--- src/rtl/buzzer_capture_if.sv ---
// Host-facing signal bundle of the buzzer front end: raw buttons, round control
// pulses and the latched race result.
interface buzzer_capture_if #(
    parameter int NUM_BTN = 4,
    parameter int TIME_W  = 16,
    parameter int ID_W    = 3
);
    logic [NUM_BTN-1:0] btn_n;
    logic               arm;
    logic               ack;
    logic               armed;
    logic               result_valid;
    logic [ID_W-1:0]    winner_id;
    logic [NUM_BTN-1:0] winner_onehot;
    logic [TIME_W-1:0]  react_ms;
    logic               timeout;

    modport master (
        output btn_n, arm, ack,
        input  armed, result_valid, winner_id, winner_onehot, react_ms, timeout
    );

    modport slave (
        input  btn_n, arm, ack,
        output armed, result_valid, winner_id, winner_onehot, react_ms, timeout
    );
endinterface

--- src/rtl/buzzer_capture.sv ---
// Synchronises and debounces the player buttons, then arbitrates a first-press
// race and holds winner / reaction time until the host acknowledges.
module buzzer_capture #(
    parameter int NUM_BTN      = 4,
    parameter int DEBOUNCE_CYC = 500000,
    parameter int TICK_CYC     = 50000,
    parameter int TIME_W       = 16,
    parameter int ID_W         = 3
) (
    input  logic               CLOCK_50,
    input  logic               reset,
    buzzer_capture_if.slave    bus
);
    localparam int DB_W = (DEBOUNCE_CYC > 1) ? $clog2(DEBOUNCE_CYC) : 1;
    localparam int TK_W = (TICK_CYC > 1) ? $clog2(TICK_CYC) : 1;
    localparam logic [DB_W-1:0] DB_MAX = DB_W'(DEBOUNCE_CYC - 1);
    localparam logic [TK_W-1:0] TK_MAX = TK_W'(TICK_CYC - 1);

    typedef enum logic [1:0] {IDLE, ARMED, RESULT} state_t;

    logic [NUM_BTN-1:0] sync1, sync2, level, level_d, press;
    logic [DB_W-1:0]    db_cnt [NUM_BTN];

    state_t             state, state_next;
    logic [TK_W-1:0]    tick_cnt, tick_next;
    logic [TIME_W-1:0]  react, react_next;
    logic [ID_W-1:0]    win_q, win_next, win_id;
    logic [NUM_BTN-1:0] oh_q, oh_next, win_oh;
    logic               to_q, to_next;

    always_ff @(posedge CLOCK_50) begin
        if (reset) begin
            sync1   <= '1;
            sync2   <= '1;
            level   <= '1;
            level_d <= '1;
            for (int unsigned i = 0; i < NUM_BTN; i++) db_cnt[i] <= '0;
        end else begin
            sync1   <= bus.btn_n;
            sync2   <= sync1;
            level_d <= level;
            for (int unsigned i = 0; i < NUM_BTN; i++) begin
                if (sync2[i] == level[i]) begin
                    db_cnt[i] <= '0;
                end else if (db_cnt[i] == DB_MAX) begin
                    level[i]  <= sync2[i];
                    db_cnt[i] <= '0;
                end else begin
                    db_cnt[i] <= db_cnt[i] + DB_W'(1);
                end
            end
        end
    end

    // Only a debounced 1->0 transition is an event; releases are silent.
    assign press  = level_d & ~level;
    assign win_oh = press & (~press + NUM_BTN'(1));

    always_comb begin
        win_id = '0;
        for (int unsigned i = NUM_BTN; i > 0; i--) begin
            if (press[i-1]) win_id = ID_W'(i - 1);
        end
    end

    always_ff @(posedge CLOCK_50) begin
        if (reset) begin
            state    <= IDLE;
            tick_cnt <= '0;
            react    <= '0;
            win_q    <= '0;
            oh_q     <= '0;
            to_q     <= 1'b0;
        end else begin
            state    <= state_next;
            tick_cnt <= tick_next;
            react    <= react_next;
            win_q    <= win_next;
            oh_q     <= oh_next;
            to_q     <= to_next;
        end
    end

    always_comb begin
        state_next = state;
        tick_next  = tick_cnt;
        react_next = react;
        win_next   = win_q;
        oh_next    = oh_q;
        to_next    = to_q;
        unique case (state)
            IDLE: begin
                if (bus.arm) begin
                    state_next = ARMED;
                    tick_next  = '0;
                    react_next = '0;
                    win_next   = '0;
                    oh_next    = '0;
                    to_next    = 1'b0;
                end
            end
            ARMED: begin
                // Priority: press, then re-arm, then timer (with saturation timeout).
                if (|press) begin
                    state_next = RESULT;
                    win_next   = win_id;
                    oh_next    = win_oh;
                    to_next    = 1'b0;
                end else if (bus.arm) begin
                    tick_next  = '0;
                    react_next = '0;
                end else if (tick_cnt == TK_MAX) begin
                    tick_next = '0;
                    if (react == '1) begin
                        state_next = RESULT;
                        to_next    = 1'b1;
                        win_next   = '0;
                        oh_next    = '0;
                    end else begin
                        react_next = react + TIME_W'(1);
                    end
                end else begin
                    tick_next = tick_cnt + TK_W'(1);
                end
            end
            RESULT: begin
                if (bus.ack) state_next = IDLE;
            end
            default: state_next = IDLE;
        endcase
    end

    assign bus.armed         = (state == ARMED);
    assign bus.result_valid  = (state == RESULT);
    assign bus.winner_id     = win_q;
    assign bus.winner_onehot = oh_q;
    assign bus.react_ms      = react;
    assign bus.timeout       = to_q;
endmodule

--- src/flat_wrapper.sv ---
// flat-port wrapper written by rule: the top's interface ports become plain ports
module buzzer_capture_flat 
#(
    parameter int NUM_BTN      = 4,
    parameter int DEBOUNCE_CYC = 500000,
    parameter int TICK_CYC     = 50000,
    parameter int TIME_W       = 16,
    parameter int ID_W         = 3
)
  (CLOCK_50, reset, bus_btn_n, bus_arm, bus_ack, bus_armed, bus_result_valid, bus_winner_id, bus_winner_onehot, bus_react_ms, bus_timeout);
  buzzer_capture_if #(.NUM_BTN(NUM_BTN), .TIME_W(TIME_W), .ID_W(ID_W)) bus_i ();
  input  logic CLOCK_50;
  input  logic reset;
  input wire logic [$bits(bus_i.btn_n)-1:0] bus_btn_n;
  input wire logic [$bits(bus_i.arm)-1:0] bus_arm;
  input wire logic [$bits(bus_i.ack)-1:0] bus_ack;
  output wire logic [$bits(bus_i.armed)-1:0] bus_armed;
  output wire logic [$bits(bus_i.result_valid)-1:0] bus_result_valid;
  output wire logic [$bits(bus_i.winner_id)-1:0] bus_winner_id;
  output wire logic [$bits(bus_i.winner_onehot)-1:0] bus_winner_onehot;
  output wire logic [$bits(bus_i.react_ms)-1:0] bus_react_ms;
  output wire logic [$bits(bus_i.timeout)-1:0] bus_timeout;
  assign bus_i.btn_n = bus_btn_n;
  assign bus_i.arm = bus_arm;
  assign bus_i.ack = bus_ack;
  assign bus_armed = bus_i.armed;
  assign bus_result_valid = bus_i.result_valid;
  assign bus_winner_id = bus_i.winner_id;
  assign bus_winner_onehot = bus_i.winner_onehot;
  assign bus_react_ms = bus_i.react_ms;
  assign bus_timeout = bus_i.timeout;
  buzzer_capture #(.NUM_BTN(NUM_BTN), .DEBOUNCE_CYC(DEBOUNCE_CYC), .TICK_CYC(TICK_CYC), .TIME_W(TIME_W), .ID_W(ID_W)) u_core (.CLOCK_50(CLOCK_50), .reset(reset), .bus(bus_i));
endmodule
--- config.mk ---
export PLATFORM = sky130hd
export DESIGN_NAME = buzzer_capture_flat
export DESIGN_NICKNAME = d
export VERILOG_FILES = /design/src/rtl/buzzer_capture_if.sv /design/src/rtl/buzzer_capture.sv /design/src/flat_wrapper.sv
export SDC_FILE = /design/constraint.sdc
export NUM_CORES = 1
export LEC_CHECK = 0
export ABC_AREA = 1
export CAP_MARGIN = 30
export CORE_ASPECT_RATIO = 1.5
export CORE_MARGIN = 2
export CORE_UTILIZATION = 61
export DETAILED_ROUTE_END_ITERATION = 7
export GPL_TIMING_DRIVEN = 0
export PLACE_DENSITY = 0.8
export RECOVER_POWER = 100
export SLEW_MARGIN = 20
export SYNTH_ARGS = -nofsm -noshare
export SYNTH_HDL_FRONTEND = slang
export SYNTH_SLANG_ARGS = --single-unit
--- constraint.sdc ---
create_clock -name CLOCK_50 -period 2.13 [get_ports CLOCK_50]
set_input_delay 0.3195 -clock CLOCK_50 [delete_from_list [all_inputs] [get_ports CLOCK_50]]
set_output_delay 0.3195 -clock CLOCK_50 [all_outputs]
set_load 0.01 [all_outputs]
==> out/qor.yml <==
detailed_routing:
  wl_per_cell_um: 12.74
  vias: 6393
  first_pass_iters: 5
  ant_nets: 0
  drc: 0
  drt_iter0_drc: 318
  vias_per_cell: 5.160
  drt-total-wl_um: 15780
die:
  die_h_um: 138.0
  fp.coreArea_um2: 11830
  num_rows: 49
  start_util: 0.6172
  io_pins: 34
  die_w_um: 93.34
  die_area_um2: 12880
cells_and_area:
  multiInputGateArea_um2: 3664
  finalNonFillerCells: 1239
  diodes: 0
  ff_latch_area_um2: 3423
  fill_cells: 922
  design_area_um2: 8771
  drive_above_1_share: 0.08564
  fin_util: 0.7413
  area_growth_syn_to_layout_pct: 20.10
  nNetsFinal: 1087
sta:
  tns_ns: 0
  min_period_over_period: 0.9758
  finalClockSkew_ns: 0.007700
  relSlewSlack: 0.6179
  setup_slack_ns: 0.05151
  holdWs_ns: 0.4135
  tightest_slew_ns: 0.5679
  fmaxAchievable_ghz: 0.4811
  grt_setup_unrepaired: "no"
  fin_crit_ns: 2.078
  finalSetupViolCount: 0
  hold_viol_final: 0
  slew_violations: 0
logic_synthesis:
  synth_area_um2: 7303
  synth_largest_area_cell: "edfxtp_1"
  ys_ff_latch: 133
  ys_warn_count: 0
  netlist_top_cells_area: "edfxtp_1, dfxtp_1, nand2_1"
  avgSynthCellArea_um2: 7.712
  synthCells: 947
  ys.flop_type: "edfxtp_1"
  synth_cell_type_count: 40
  async_flop_share: 0
  synth_edf_count: 76
  yosys.area.top_type_share: 0.3125
  ys_seq_area_frac: 0.4687
clock_tree:
  root_buffer: "clkbuf_16"
  cts_tree: "done"
  clockBufferDepth: 2
  cts_made_buffers: 17
  clk-insertion-delay-late_ns: 0.42
  cts_sinks: 133
  htreeDepth: 4
  cts_setup_buffers: 0
  clk_pin_slew_ns: 0.06
flow_run:
  maxCapViolCount: 0
placed_design:
  pre_cts_ws_ns: -0.06156
  placedCellCount: 1207
  dpl.hpwl_um: 11280
  gp_congestion: 0.9068
  placed_area_um2: 8097
  io_buffers: 32
grt:
  grt_pass1_wl_um: 27080
  top_usage_layer: "met2"
  grt_use_met1: 0.2963
  use_met3: 0.06485
  grt_max_degree: 17
  grt_overflow: 0
  grt_pass1_vias: 6251
  use_met2: 0.4551
  gr-usage-all-layers: 0.2599
  antenna_found_initial: 0
power_and_ir_drop:
  p_leak_nw: 3.706
  powerDensity_nw_per_um2: 777.3
  power_mw: 6.817
  peakVddDrop_mv: 0.6326
run_status:
  outcome: "completed"
setup_path:
  cp_slowest_cell: "clkdlybuf4s50_1"
  cp_max_fo: 5
  criticalPathCategory: "reg -> out"
  crit_path_cell_trace: "inv_2 -> nor2_1 -> clkdlybuf4s50_1"
  setup.worst_path.end_class: "output pin"
  cp-start-kind: "flip-flop"
  worstPathArrival_ns: 1.76
  worst_ep_required_time_ns: 1.81
  slowest_delay_ns: 0.58
min_path:
  min-delay-path-class: "reg -> reg"
-- state kept, by name (all words and copies together) (netlist names) --
name	cells
u_core.db_cnt	76
u_core.bus.react_ms	16
u_core.tick_cnt	16
u_core.bus.winner_onehot	4
u_core.level	4
u_core.level_d	4
u_core.sync1	4
u_core.sync2	4
u_core.bus.winner_id	2
u_core.state	2
u_core.bus.timeout	1
-- cell usage after synthesis (9+ instances only) --
master    instances
nand2_1         221
nor2_1          120
inv_1           117
edfxtp_1         76
nand3_1          69
dfxtp_1          57
a21oi_1          56
nor3_1           44
nand4_1          30
xor2_1           24
o21ai_0          20
or2_2            20
xnor2_1          12
inv_2             9
-- path summary, 6_finish.rpt --
check	cells past startpoint	slack (ns)	start	endpoint
hold reg to reg	1	0.41	u_core.sync1[3]$_SDFF_PP1_	u_core.sync2[3]$_SDFF_PP1_
setup / recovery	3	0.05	u_core.state[1]$_SDFFE_PP0P_	bus_result_valid
setup reg to reg	8	0.19	u_core.db_cnt[0][38]$_SDFFCE_PN0P_	u_core.db_cnt[0][54]$_SDFFCE_PN0P_
hold / removal	1	0.41	u_core.sync1[3]$_SDFF_PP1_	u_core.sync2[3]$_SDFF_PP1_
-- layout by cell type (no fill, tap or decap), types with 3 or more instances in the layout --
cell type / instances
nand2_1: 220
nor2_1: 121
inv_1: 118
conb_1: 77
edfxtp_1: 76
nand3_1: 65
dfxtp_1: 57
a21oi_1: 56
nor3_1: 43
nand4_1: 30
dlygate4sd3_1: 26
xor2_1: 24
o21ai_0: 20
or2_2: 20
clkbuf_16: 20
xnor2_1: 12
inv_2: 8
nand3b_1: 7
nand3_2: 6
nor4_1: 6
clkdlybuf4s50_1: 6
clkbuf_1: 5
nor3b_1: 5
nor2_2: 5
ha_1: 5
buf_4: 4
o21ai_1: 4
clkinv_2: 4
nor2_4: 3
clkinv_4: 3
-- where the power goes --
group / internal (mW) / leakage [nW] / total (mW) / switching (mW)
sequential: 2.85 / 1.25 / 3.00 / 0.148
clock: 1.84 / 0.306 / 2.94 / 1.10
combinational: 0.320 / 2.15 / 0.879 / 0.559
-- cell type report --
type                            instances  area share
Inverter                              126     0.05392
Clock inverter                         10     0.01013
Clock buffer                           22     0.05906
Sequential cell                       133      0.3903
Tap cell                              153     0.02183
Buffer                                 14     0.01056
Multi-Input combinational cell        749      0.4177
Timing Repair Buffer                   32     0.03652
-- logic make-up after synthesis --
family	count (synthesis)	share of synthesized area
flip-flops	133	0.4687
AO/OA/AOI/OAI	88	0.06305
adder cells (fa/ha/maj)	6	0.01028
XOR/XNOR	36	0.04317
other	2	0.001028
AND/OR/NAND/NOR	542	0.3370
buffers and inverters	140	0.07675
-- timing repair --
item,in CTS,in global routing
hold buffers,0,0
endpoints found under the setup margin,35,48
gates resized for setup,4,11
pin swaps,0,1
-- worst max-delay path: cells and delay by family (launching register included) --
kind	cells	cell delay, ns
buffers and inverters	2	0.68
flip-flops	1	0.45
AND/OR/NAND/NOR	1	0.21
-- routing by layer --
layer  wire length (µm)  share of wire
met3                768          0.049
met1               6429           0.41
met2               8202           0.52
met4                380          0.024
met5                  0              0
Note: power is estimated with default switching activity, not from simulation.
==> patch, RTL diff (same flow settings) <==
Reset style: asynchronous (`reset`), changed in 2 clocked blocks.
--- a/src/rtl/buzzer_capture.sv
+++ b/src/rtl/buzzer_capture.sv
@@ -29,5 +29,5 @@
     logic               to_q, to_next;
 
-    always_ff @(posedge CLOCK_50) begin
+    always_ff @(posedge CLOCK_50 or posedge reset) begin
         if (reset) begin
             sync1   <= '1;
@@ -64,5 +64,5 @@
     end
 
-    always_ff @(posedge CLOCK_50) begin
+    always_ff @(posedge CLOCK_50 or posedge reset) begin
         if (reset) begin
             state    <= IDLE;
Formal check against the unedited RTL: differs if reset is asserted again (counterexample within 4 cycles, from zero or initial values and one cycle with reset high); with reset held inactive, the same outputs for 10 cycles.
==> patch against the original RTL <==
Power is 6.5% lower; sequential cell count is the same; design area shrank 3.9%; critical path type is now flop to flop; area after synthesis grew 1.3%; utilization shrank 3.3 points; setup slack better by 77 ps; wire length down 1.6%; largest cell class unchanged; sequential power shrank 11%; largest power group unchanged; synthesized cell count up 4.0%.
==> patch: results (changes against the original RTL) <==
Status - finished, final reports clean
Pin count of the biggest net entering global routing - 34 (+17)
Routed wire per std cell - 12.92 um (+1.5%)
Number of gates resized after CTS - 1 (-3)
First-pass GRT wire length - 26650 um (-1.6%)
Worst hold-check path type - primary input to flop
Htree depth - 4 (unchanged)
Compound-cell area share of the yosys netlist - 3.940% (-2.4 points)
Placed Area - 7984 um2 (-1.4%)
Routability Congestion - 0.9229 (+1.8%)
Main synth FF type - dfrtp_1
GRT Total Usage - 25.16% (-0.83 points)
Routed vias/inst - 5.386 (+4.4%)
Sw Ratio - 28.62% (+2.1 points)
Reg2reg setup slack - 130 ps (-60 ps)
Fin crit period - 2002 ps (-76.76 ps)
Critical Path AT - 2340 ps (+580 ps)
IO buf count - 31 (-3.1%)
Worst slack at placement - 254.1 ps (+315.7 ps)
Synth top cells by count - nand2_1, nor2_1, dfrtp_1, inv_1, nand3_1
Share of the synthesized area in the top cell type - 39.57% (+8.3 points)
Mux share of post-synthesis cell area - 0% (unchanged)
Critical path's largest stage delay - 440 ps (-140 ps)
Clk root buf - clkbuf_16
Share of cells above drive strength 1 - 9.914% (+1.4 points)
Cell variety after synth - 44 (+10%)
Slowest-stage cell, CP - dfrtp_1
R2R cell count - 10 (+2)
Peak VDD IR - 0.7062 mV (+12%)
Leak pwr - 3.865 nW (+4.3%)
Post-synthesis sequential area ratio - 45.26% (-1.6 points)
Adder-cell share of the synthesized area - 1.015% (-0.013 points)
Asr flop ratio synth - 100.0% (+100 points)
Critical Path Fanout Max - 10 (+5)
Iter 0 DRT Violations - 408 (+28%)
Synth top area cells - dfrtp_1, nand2_1, nor2_1
Skew final - 9.611 ps (+1.911 ps)
Crit path from - u_core.bus.react_ms[0]$_DFFE_PP0P_
Final nets - 1052 (-3.2%)
Detail Placement HPWL - 11250 um (-0.27%)
Worst setup path end - u_core.bus.react_ms[2]$_DFFE_PP0P_
Vias in the first global route - 6231 (-0.32%)
Fill count - 966 (+4.8%)
Xor and xnor area share after synthesis - 3.788% (-0.53 points)
Max FFs per register - 76 (unchanged)
Relative slew slack - 46.67% (-15 points)
[patch: cell types whose count changed after synthesis, moves of 10 or more]
cell and change:
or2_2 -16, dfxtp_1 -57, nor3_1 -10, dfstp_2 +16, inv_1 -16, nand2_2 +22
nand2_1 +28, nor2_1 +69, dfrtp_1 +117, a21oi_1 -39, edfxtp_1 -76
[patch: final cells by class]
| cell class | instances | share of cell area (%) |
|---|---|---|
| Multi-Input combinational cell | 727 | 41.54 |
| Sequential cell | 133 | 39.73 |
| Clock buffer | 24 | 5.479 |
| Inverter | 115 | 5.212 |
| Timing Repair Buffer | 35 | 4.306 |
| Tap cell | 153 | 2.272 |
| Buffer | 9 | 0.8018 |
| Clock inverter | 6 | 0.6533 |
[patch: power by group through the flow]
stage,Sequential [mW],Clock [mW],Combinational [mW]
after floorplan,2.70,0,0.800
after global placement,2.71,0,1.10
after detailed placement,2.71,0,1.13
after CTS,2.67,2.66,1.13
after global routing,2.68,2.77,1.19
final,2.67,2.62,1.08
[patch: critical path: cells and delay by family, from the launching register on]
kind / cells / cell delay (ps)
adder cells (fa/ha/maj): 1 / 330
buffers and inverters: 1 / 250
flip-flops: 1 / 440
AND/OR/NAND/NOR: 8 / 930
[patch: metrics by stage]
step	cells	util (%)	setup TNS (ps)
5_1_grt	1202	70.85	0
3_5_place_dp	1173	67.13	0
6_report	1202	70.85	0
2_1_floorplan	985	-	0
4_1_cts	1202	71.45	0
3_3_place_gp	1169	66.45	-122540
[patch: worst min path at each step]
stage / cells after the start / start / endpoint / slack [ps]
floorplan: 0 / bus_btn_n[0] / u_core.sync1[0]$_DFF_PP1_ / 320
global placement: 0 / u_core.sync1[3]$_DFF_PP1_ / u_core.sync2[3]$_DFF_PP1_ / 350
detailed placement: 0 / u_core.sync1[3]$_DFF_PP1_ / u_core.sync2[3]$_DFF_PP1_ / 350
CTS: 2 / reset / u_core.db_cnt[18]$_DFF_PP0_ / 250
global route: 4 / bus_arm / u_core.tick_cnt[11]$_DFFE_PP0P_ / 290
finish: 4 / bus_arm / u_core.tick_cnt[13]$_DFFE_PP0P_ / 260
[patch: cells by family (layout without fill, tap and decap cells)]
group / count (synthesis) / count (layout)
AO/OA/AOI/OAI: 51 / 51
XOR/XNOR: 32 / 32
adder cells (fa/ha/maj): 6 / 6
buffers and inverters: 125 / 189
flip-flops: 133 / 133
other: 1 / 1
AND/OR/NAND/NOR: 637 / 637
[patch: metal layers]
| layer | vias up | track usage (%) | share of wire, % |
|---|---|---|---|
| met2 | 173 | 44.44 | 52 |
| met5 | - | 0 | 0 |
| met4 | 0 | 10.53 | 2.7 |
| met1 | 3031 | 29.36 | 42 |
| li1 | 3232 | - | - |
| met3 | 38 | 4.891 | 3.6 |
